$ cat src/rtl/slave_port.sv
// rtl/slave_port.sv - serial bus slave port: deserialise addr/wdata, access memory, serialise read data
module slave_port #(
  parameter int ADDR_WIDTH = 12,
  parameter int DATA_WIDTH = 8,
  parameter bit SPLIT_EN   = 1'b0
) (
  input  logic                  clk,
  input  logic                  rst,
  input  logic                  swdata,
  input  logic                  smode,
  input  logic                  mvalid,
  output logic                  srdata,
  output logic                  svalid,
  output logic                  sready,
  output logic                  ssplit,
  input  logic                  split_grant,
  output logic [ADDR_WIDTH-1:0] mem_addr,
  output logic [DATA_WIDTH-1:0] mem_wdata,
  output logic                  mem_wen,
  output logic                  mem_ren,
  input  logic [DATA_WIDTH-1:0] mem_rdata,
  input  logic                  mem_rvalid
);

  // One counter serves address, write-data and read-data phases, so it is
  // sized for the wider of the two fields.
  localparam int MAXW = (ADDR_WIDTH > DATA_WIDTH) ? ADDR_WIDTH : DATA_WIDTH;
  localparam int CW   = (MAXW > 1) ? $clog2(MAXW) : 1;

  typedef enum logic [2:0] {
    S_IDLE,
    S_ADDR,
    S_WDATA,
    S_MWRITE,
    S_MREAD,
    S_RWAIT,
    S_SGNT,
    S_RDATA
  } state_t;

  state_t                  state_q;
  logic [CW-1:0]           cnt_q;
  logic [CW-1:0]           cnt_inc;
  logic [ADDR_WIDTH-1:0]   addr_q;
  logic [ADDR_WIDTH-1:0]   addr_upd;
  logic [DATA_WIDTH-1:0]   wdata_q;
  logic [DATA_WIDTH-1:0]   wdata_upd;
  logic [DATA_WIDTH-1:0]   rdata_q;
  logic                    rd_next_bit;
  logic                    mode_q;
  logic                    srdata_q;
  logic                    svalid_q;
  logic                    ssplit_q;
  logic                    mem_wen_q;
  logic                    mem_ren_q;
  logic [ADDR_WIDTH-1:0]   mem_addr_q;
  logic [DATA_WIDTH-1:0]   mem_wdata_q;

  logic addr_last;
  logic data_last;

  assign cnt_inc   = cnt_q + CW'(1);
  assign addr_last = (cnt_q == CW'(ADDR_WIDTH - 1));
  assign data_last = (cnt_q == CW'(DATA_WIDTH - 1));

  // Shift registers with the incoming serial bit dropped into the slot the
  // counter points at; the last bit of a field can then go straight to memory.
  always_comb begin
    addr_upd  = addr_q;
    wdata_upd = wdata_q;
    for (int i = 0; i < ADDR_WIDTH; i++) begin
      if (cnt_q == CW'(i)) addr_upd[i] = swdata;
    end
    for (int i = 0; i < DATA_WIDTH; i++) begin
      if (cnt_q == CW'(i)) wdata_upd[i] = swdata;
    end
  end

  // Next read-data bit to present on srdata during the serial read burst.
  always_comb begin
    rd_next_bit = 1'b0;
    for (int i = 0; i < DATA_WIDTH; i++) begin
      if (cnt_inc == CW'(i)) rd_next_bit = rdata_q[i];
    end
  end

  // Transaction FSM with registered bus and memory outputs.
  always_ff @(posedge clk) begin
    if (rst) begin
      state_q     <= S_IDLE;
      cnt_q       <= '0;
      addr_q      <= '0;
      wdata_q     <= '0;
      rdata_q     <= '0;
      mode_q      <= 1'b0;
      srdata_q    <= 1'b0;
      svalid_q    <= 1'b0;
      ssplit_q    <= 1'b0;
      mem_wen_q   <= 1'b0;
      mem_ren_q   <= 1'b0;
      mem_addr_q  <= '0;
      mem_wdata_q <= '0;
    end else begin
      // Memory strobes are single-cycle pulses by default.
      mem_wen_q <= 1'b0;
      mem_ren_q <= 1'b0;
      case (state_q)
        S_IDLE: begin
          if (mvalid) begin
            addr_q  <= addr_upd;
            mode_q  <= smode;
            cnt_q   <= CW'(1);
            state_q <= S_ADDR;
          end
        end
        S_ADDR: begin
          if (mvalid) begin
            addr_q <= addr_upd;
            if (addr_last) begin
              cnt_q <= '0;
              if (mode_q) begin
                state_q <= S_WDATA;
              end else begin
                mem_ren_q  <= 1'b1;
                mem_addr_q <= addr_upd;
                state_q    <= S_MREAD;
              end
            end else begin
              cnt_q <= cnt_inc;
            end
          end
        end
        S_WDATA: begin
          if (mvalid) begin
            wdata_q <= wdata_upd;
            if (data_last) begin
              cnt_q       <= '0;
              mem_wen_q   <= 1'b1;
              mem_addr_q  <= addr_q;
              mem_wdata_q <= wdata_upd;
              state_q     <= S_MWRITE;
            end else begin
              cnt_q <= cnt_inc;
            end
          end
        end
        S_MWRITE: begin
          state_q <= S_IDLE;
        end
        S_MREAD: begin
          ssplit_q <= SPLIT_EN;
          state_q  <= S_RWAIT;
        end
        S_RWAIT: begin
          if (mem_rvalid) begin
            rdata_q <= mem_rdata;
            if (SPLIT_EN) begin
              ssplit_q <= 1'b0;
              state_q  <= S_SGNT;
            end else begin
              svalid_q <= 1'b1;
              srdata_q <= mem_rdata[0];
              state_q  <= S_RDATA;
            end
          end
        end
        S_SGNT: begin
          if (split_grant) begin
            svalid_q <= 1'b1;
            srdata_q <= rdata_q[0];
            state_q  <= S_RDATA;
          end
        end
        S_RDATA: begin
          if (data_last) begin
            svalid_q <= 1'b0;
            srdata_q <= 1'b0;
            cnt_q    <= '0;
            state_q  <= S_IDLE;
          end else begin
            srdata_q <= rd_next_bit;
            cnt_q    <= cnt_inc;
          end
        end
        default: begin
          state_q <= S_IDLE;
        end
      endcase
    end
  end

  assign sready    = (state_q == S_IDLE);
  assign srdata    = srdata_q;
  assign svalid    = svalid_q;
  assign ssplit    = ssplit_q;
  assign mem_wen   = mem_wen_q;
  assign mem_ren   = mem_ren_q;
  assign mem_addr  = mem_addr_q;
  assign mem_wdata = mem_wdata_q;

endmodule

$ cat config.mk
export PLATFORM = sky130hd
export DESIGN_NAME = slave_port
export DESIGN_NICKNAME = d
export VERILOG_FILES = /design/src/rtl/slave_port.sv
export SDC_FILE = /design/constraint.sdc
export NUM_CORES = 1
export LEC_CHECK = 0
export ABC_CLOCK_PERIOD_IN_PS = 3500
export BUFFER_PORTS_ARGS = -buffer_cell sky130_fd_sc_hd__buf_4
export CAP_MARGIN = 5
export CORE_UTILIZATION = 60
export DETAILED_ROUTE_END_ITERATION = 16
export PLACE_DENSITY = 0.9
export REMOVE_ABC_BUFFERS = 1
export SLEW_MARGIN = 15
export SYNTH_ARGS = -nofsm -noshare
export SYNTH_HDL_FRONTEND = slang
export SYNTH_SLANG_ARGS = --single-unit
export TNS_END_PERCENT = 1
$ cat constraint.sdc
create_clock -name clk -period 3.5 [get_ports clk]
set_input_delay 0.7 -clock clk [delete_from_list [all_inputs] [get_ports clk]]
set_output_delay 0.7 -clock clk [all_outputs]
set_load 0.02 [all_outputs]
==> flow_metrics.py, run 1 <==
metrics = {
    "worst_setup_path": {
        "max_stage_delay_ns": 0.48,
        "cp_slowest_cell": "ha_1",
        "worstPathRequired_ns": 3.74,
        "critPathKind": "reg -> reg",
        "path_cells": "ha_1 > nand3b_4 > o32a_1 > nor2_4 > nor2_1 > a211oi_1",
        "path_max_fanout": 24,
        "startpoint_type": "flop",
        "reg2reg_to": "mem_addr[10]$_SDFFE_PP0P_",
        "end_kind": "flop",
        "r2r_slack_ns": 1.05,
        "r2r-start": "cnt_q[1]$_SDFFE_PP0P_",
        "arrival_ns": 2.70,
        "reg2reg_depth": 6,
    },
    "final_layout": {
        "nets": 428,
        "diodes": 0,
        "area_delta_synth_final_pct": 16.3,
        "fin_cells": 477,
        "layout-drive-gt1-share_pct": 15.9,
    },
    "global_route": {
        "grt_usage_pct": 27.2,
        "grt_pass1_wl_um": 11000,
        "first_global_vias": 2405,
        "grt-ovfl-total": 0,
        "antenna_found_initial": 0,
        "grt_max_degree": 60,
    },
    "timing": {
        "period_needed_ns": 2.45,
        "worstMarginPinSlew_ns": 0.818,
        "rsz0062_at_grt": "false",
        "hold_violations": 0,
        "maxSlewHeadroom_pct": 45.2,
        "fmax_mhz": 408,
        "skew_ns": 0.00864,
        "drv_slew": 0,
        "setup_ws_ns": 1.05,
        "fin_tns_setup_ns": 0,
        "min_period_over_period_pct": 70.1,
        "finalSetupViolations": 0,
    },
    "clock_tree": {
        "cts.repair.resized": 0,
        "cts_made_buffers": 9,
        "cts_sinks": 59,
        "cts_tree": "built",
        "postCtsSetupBuffers": 0,
        "cts-root-buf": "clkbuf_8",
        "htreeDepth": 3,
        "insertion_delay_ns": 0.35,
        "cts_buffer_depth": 2,
        "path_clk_slew_ns": 0.07,
        "ctsHoldBuffers": 0,
    },
    "placed_design": {
        "gp_congestion": 0.788,
        "dpl.hpwl_um": 4100,
        "numPortBuffers": 39,
        "place_ws_ns": 1.13,
        "placed_cells": 461,
    },
    "synth": {
        "ys.flop_type": "dfxtp_1",
        "yosysMostFrequentCell": "nand2_1",
        "syn_area_mm2": 0.00295,
        "async_reset_ff_share_pct": 0,
        "synthCells": 385,
        "ys_ff_latch": 59,
        "synth.cells.most_frequent": "nand2_1 (68), dfxtp_1 (59), nor2_1 (50), a21oi_1 (36), o21ai_0 (33)",
        "synth_cell_type_count": 42,
        "synth-edff-count": 0,
        "netlist_top_cells_area": "dfxtp_1 (40%), nand2_1 (8.7%), nor2_1 (6.4%)",
        "synth_top_area_share_pct": 40.1,
        "ys_warn_count": 0,
        "yosysTopAreaCell": "dfxtp_1",
        "synth.avg_cell_area_um2": 7.65,
        "ys_seq_area_share_pct": 40.1,
    },
    "hold_path": {
        "timing.hold.worst_path_depth": 2,
        "hp-start": "rdata_q[3]$_SDFFE_PP0P_",
        "holdCritPathClass": "reg -> reg",
        "hold_path_end": "rdata_q[3]$_SDFFE_PP0P_",
    },
    "power": {
        "power.static_leakage_nw": 1.27,
        "p_per_area_mw_per_mm2": 437,
        "ir_drop_mv": 0.276,
    },
    "routing": {
        "firstDrtPassIters": 6,
        "drt-initial-drc-count": 272,
        "wl_per_cell_um": 13.9,
        "post-route-drc-count": 0,
        "avgViaCountPerCell": 5.85,
        "vias": 2790,
        "ant_nets": 0,
        "wl_um": 6610,
    },
    "floorplan": {
        "pin_count": 41,
        "row_count": 25,
        "die_h_um": 72.1,
        "initial_utilization_pct": 62.4,
        "die_area_mm2": 0.00520,
        "core_mm2": 0.00472,
        "die_w_um": 72.1,
    },
    "status": {
        "status": "complete, no violations",
    },
    "run": {
        "maxCapViolCount": 0,
    },
}
[per-stage QoR]
step	hold slack, ns	total power [W]	cell area [um2]	utilization (%)
2_1_floorplan	0.427	0.000735	2800	-
3_3_place_gp	0.443	0.000775	3190	67.5
3_5_place_dp	0.448	0.000777	3190	67.5
4_1_cts	0.457	0.00150	3430	72.6
5_1_grt	0.481	0.00154	3430	72.6
6_report	0.455	0.00150	3430	72.6
[logic make-up after synthesis]
logic type                 synth area share (%)
muxes                                      2.42
adders and majority gates                  3.40
xor gates and xnor gates                  0.297
DFF                                        40.1
other                                     0.127
AOI/OAI and AO/OA                          20.9
and+or+nand+nor                            27.1
buffers and inverters                      5.65
[metal layers]
layer  track usage (%)  routed length, um  vias to the layer above
met4              15.0                195                        0
met3              4.58                384                       20
li1                  -                  -                     1387
met2              42.8               3190                      112
met5                 0                  0                        -
met1              35.6               2840                     1271
[final cells by class]
type | instances | area [um2]
clock inverters | 3 | 68.8
fillers | 377 | 1290
well taps | 67 | 83.8
clock buffers | 13 | 169
multi-input cells | 289 | 1600
repair buffers | 41 | 308
flip-flops and latches | 59 | 1180
inverters | 5 | 18.8
[how the worst max path moves through the flow]
stage,start,endpoint,slack [ns],cells past startpoint
final,cnt_q[1]$_SDFFE_PP0P_,mem_addr[10]$_SDFFE_PP0P_,1.05,6
after global routing,cnt_q[1]$_SDFFE_PP0P_,mem_addr[3]$_SDFFE_PP0P_,0.85,6
after CTS,cnt_q[1]$_SDFFE_PP0P_,mem_addr[10]$_SDFFE_PP0P_,1.05,6
after detailed placement,cnt_q[1]$_SDFFE_PP0P_,mem_addr[3]$_SDFFE_PP0P_,1.13,6
after global placement,cnt_q[1]$_SDFFE_PP0P_,mem_addr[4]$_SDFFE_PP0P_,1.21,6
after floorplan,mvalid,mem_wdata[0]$_SDFFE_PP0P_,1.38,5
[placed cells by master (no fill, tap or decap), types with 2 or more instances in the layout]
master / netlist / routed
a21oi_1: 36 / 36
clkbuf_8: 0 / 12
o21a_1: 2 / 2
o21ai_0: 33 / 33
mux2i_1: 6 / 6
a211oi_1: 3 / 3
or3_1: 2 / 2
nor2b_1: 2 / 2
nor3b_2: 2 / 2
a311oi_1: 16 / 16
nand3b_4: 2 / 2
nand4_1: 9 / 9
inv_1: 5 / 5
buf_4: 3 / 41
a31oi_1: 3 / 3
nand3_1: 20 / 20
ha_1: 8 / 8
dfxtp_1: 59 / 59
nand2b_1: 6 / 6
bufinv_16: 0 / 2
nand2_1: 68 / 68
a22oi_1: 3 / 3
and2_1: 2 / 2
nor2_1: 50 / 50
[critical path, delay by kind of cell (launching register included)]
kind,cells,cell delay (ns)
flip-flops,1,0.46
AO/OA/AOI/OAI,2,0.67
adder cells (fa/ha/maj),1,0.48
AND/OR/NAND/NOR,3,0.74
[power breakdown]
part	internal, W	leakage [nW]	switching [W]
registers	0.000676	0.476	0.00000783
logic	0.0000271	0.672	0.0000529
clock network	0.000461	0.120	0.000273
total	0.00116	1.27	0.000334
[state kept, by name, summed over array words and instances, names as in the netlist]
name	flops
addr_q	12
cnt_q	4
svalid	1
mem_ren	1
rdata_q	8
srdata	1
wdata_q	7
mem_addr	12
mem_wdata	8
mode_q	1
state_q	3
mem_wen	1
(Power assumes the default switching activity.)
==> inputs of run 2 (changes only) <==
--- a/config.mk
+++ b/config.mk
@@ -5,12 +5,12 @@
 export SDC_FILE = /design/constraint.sdc
 export NUM_CORES = 1
 export LEC_CHECK = 0
-export ABC_CLOCK_PERIOD_IN_PS = 3500
+export ABC_CLOCK_PERIOD_IN_PS = 2500
 export BUFFER_PORTS_ARGS = -buffer_cell sky130_fd_sc_hd__buf_4
 export CAP_MARGIN = 5
-export CORE_UTILIZATION = 60
+export CORE_UTILIZATION = 57
 export DETAILED_ROUTE_END_ITERATION = 16
-export PLACE_DENSITY = 0.9
+export PLACE_DENSITY = 0.86
 export REMOVE_ABC_BUFFERS = 1
 export SLEW_MARGIN = 15
 export SYNTH_ARGS = -nofsm -noshare
==> constraint.sdc (replaced) <==
create_clock -name clk -period 2.5 [get_ports clk]
set_input_delay 0.5 -clock clk [delete_from_list [all_inputs] [get_ports clk]]
set_output_delay 0.5 -clock clk [all_outputs]
set_load 0.02 [all_outputs]
==> flow_metrics.py, run 2 (synthesis results as in run 1) <==
metrics = {
    "final_layout": {
        "nFillCells": 421,
        "post-route-cell-area_mm2": 0.00345,
        "finish.utilization_pct": 71.3,
        "layout_commonest_cell": "nand2_1",
        "area_delta_synth_final_pct": 17.2,
        "final_cell_mix": "nand2_1 (68), dfxtp_1 (59), nor2_1 (50), buf_4 (47), a21oi_1 (36)",
        "nets": 435,
        "layout-drive-gt1-share_pct": 17.1,
        "diodes": 0,
    },
    "power": {
        "power.share.sequential_pct": 47.8,
        "power_frac_comb_pct": 6.0,
        "p_switching_w": 0.000446,
        "power.static_leakage_nw": 1.28,
        "intPower_w": 0.00155,
        "pwr-share-clk_pct": 46.2,
        "ir_drop_mv": 0.397,
        "p_per_area_mw_per_mm2": 578,
        "p_sw_share_pct": 22.3,
    },
    "global_route": {
        "grt-ovfl-total": 0,
        "first_global_vias": 2532,
        "grt_usage_pct": 27.2,
        "grt_pass1_wl_um": 11200,
        "antenna_found_initial": 0,
        "grt_max_degree": 60,
    },
    "timing": {
        "setup_ws_ns": 0.177,
        "finalSetupViolations": 0,
        "fin_tns_setup_ns": 0,
        "whs_ns": 0.399,
        "maxSlewHeadroom_pct": 56.9,
        "fmax_mhz": 430,
        "hold_violations": 0,
        "worstMarginPinSlew_ns": 0.646,
        "period_needed_ns": 2.32,
        "drv_slew": 0,
        "min_period_over_period_pct": 92.9,
        "rsz0062_at_grt": "false",
        "skew_ns": 0.00618,
    },
    "worst_setup_path": {
        "worstPathRequired_ns": 2.68,
        "critPathKind": "reg -> reg",
        "r2r-start": "cnt_q[1]$_SDFFE_PP0P_",
        "crit_start": "cnt_q[1]$_SDFFE_PP0P_",
        "startpoint_type": "flop",
        "arrival_ns": 2.50,
        "reg2reg_depth": 5,
        "critPathCapture": "mem_addr[2]$_SDFFE_PP0P_",
        "reg2reg_to": "mem_addr[2]$_SDFFE_PP0P_",
        "r2r_slack_ns": 0.18,
        "path_max_fanout": 12,
        "end_kind": "flop",
    },
    "clock_tree": {
        "htreeDepth": 3,
        "cts_buffer_depth": 2,
        "path_clk_slew_ns": 0.06,
        "cts_made_buffers": 9,
        "insertion_delay_ns": 0.34,
        "cts_tree": "built",
        "cts-root-buf": "clkbuf_8",
        "cts_sinks": 59,
        "ctsHoldBuffers": 0,
    },
    "floorplan": {
        "initial_utilization_pct": 60.8,
        "die_w_um": 73.9,
        "core_mm2": 0.00485,
        "row_count": 25,
        "die_area_mm2": 0.00546,
        "pin_count": 41,
        "die_h_um": 73.9,
    },
    "placed_design": {
        "place_area_mm2": 0.00324,
        "gp_congestion": 0.854,
        "numPortBuffers": 39,
        "dpl.hpwl_um": 4430,
        "place_ws_ns": 0.176,
    },
    "routing": {
        "avgViaCountPerCell": 5.77,
        "wl_um": 6840,
        "vias": 2789,
        "ant_nets": 0,
        "firstDrtPassIters": 4,
        "wl_per_cell_um": 14.2,
        "drt-initial-drc-count": 244,
        "post-route-drc-count": 0,
    },
    "hold_path": {
        "holdCritPathClass": "in -> reg",
    },
    "status": {
        "status": "complete, no violations",
    },
    "run": {
        "maxCapViolCount": 0,
    },
}
## run 2: power groups by stage
stage / Combinational, W / Sequential (W) / Clock (W)
2_1_floorplan: 0.0000539 / 0.000975 / 0
3_3_place_gp: 0.000114 / 0.000974 / 0
3_5_place_dp: 0.000115 / 0.000974 / 0
4_1_cts: 0.000117 / 0.000954 / 0.000928
5_1_grt: 0.000132 / 0.000954 / 0.000988
6_report: 0.000119 / 0.000954 / 0.000923
## run 2: per-stage QoR
stage,total power [W],instances
2_1_floorplan,0.00103,353
6_report,0.00200,483
4_1_cts,0.00200,482
5_1_grt,0.00207,483
3_5_place_dp,0.00109,467
3_3_place_gp,0.00109,467
## run 2: layer usage
layer,up-vias,GRT usage (%),share of wire (%)
met3,14,6.45,5.3
met4,0,15.0,2.2
li1,1400,-,-
met5,-,0,0
met2,90,43.9,49
met1,1285,33.4,43
## run 2: final cells by class
type | instances | area [um2] | area share [%]
Multi-Input combinational cell | 290 | 1610 | 46.5
Sequential cell | 59 | 1180 | 34.2
Timing Repair Buffer | 47 | 353 | 10.2
Clock buffer | 14 | 183 | 5.29
Tap cell | 67 | 83.8 | 2.43
Clock inverter | 1 | 30.0 | 0.869
Inverter | 5 | 18.8 | 0.543
## run 2: worst min path at each step
stage | startpoint | to | slack, ns | cells past startpoint
after floorplan | rdata_q[7]$_SDFFE_PP0P_ | rdata_q[7]$_SDFFE_PP0P_ | 0.43 | 2
after global placement | addr_q[10]$_SDFFE_PP0P_ | addr_q[10]$_SDFFE_PP0P_ | 0.44 | 2
after detailed placement | addr_q[9]$_SDFFE_PP0P_ | addr_q[9]$_SDFFE_PP0P_ | 0.45 | 2
after CTS | mem_rdata[3] | rdata_q[3]$_SDFFE_PP0P_ | 0.40 | 3
after global routing | mem_rdata[1] | rdata_q[1]$_SDFFE_PP0P_ | 0.41 | 3
final | mem_rdata[1] | rdata_q[1]$_SDFFE_PP0P_ | 0.40 | 3
## run 2: what timing repair did
action | in CTS | in global routing
gates resized for setup | 0 | 0
endpoints found under the setup margin | 0 | 3
buffers inserted | 0 | 0
## run 2: worst max-delay path, cell delays in order (launching register included)
cell      delay (ns)
dfxtp_1         0.44
ha_1            0.46
nand3b_4        0.14
o32a_1          0.42
nor2_2          0.50
a311oi_1        0.19
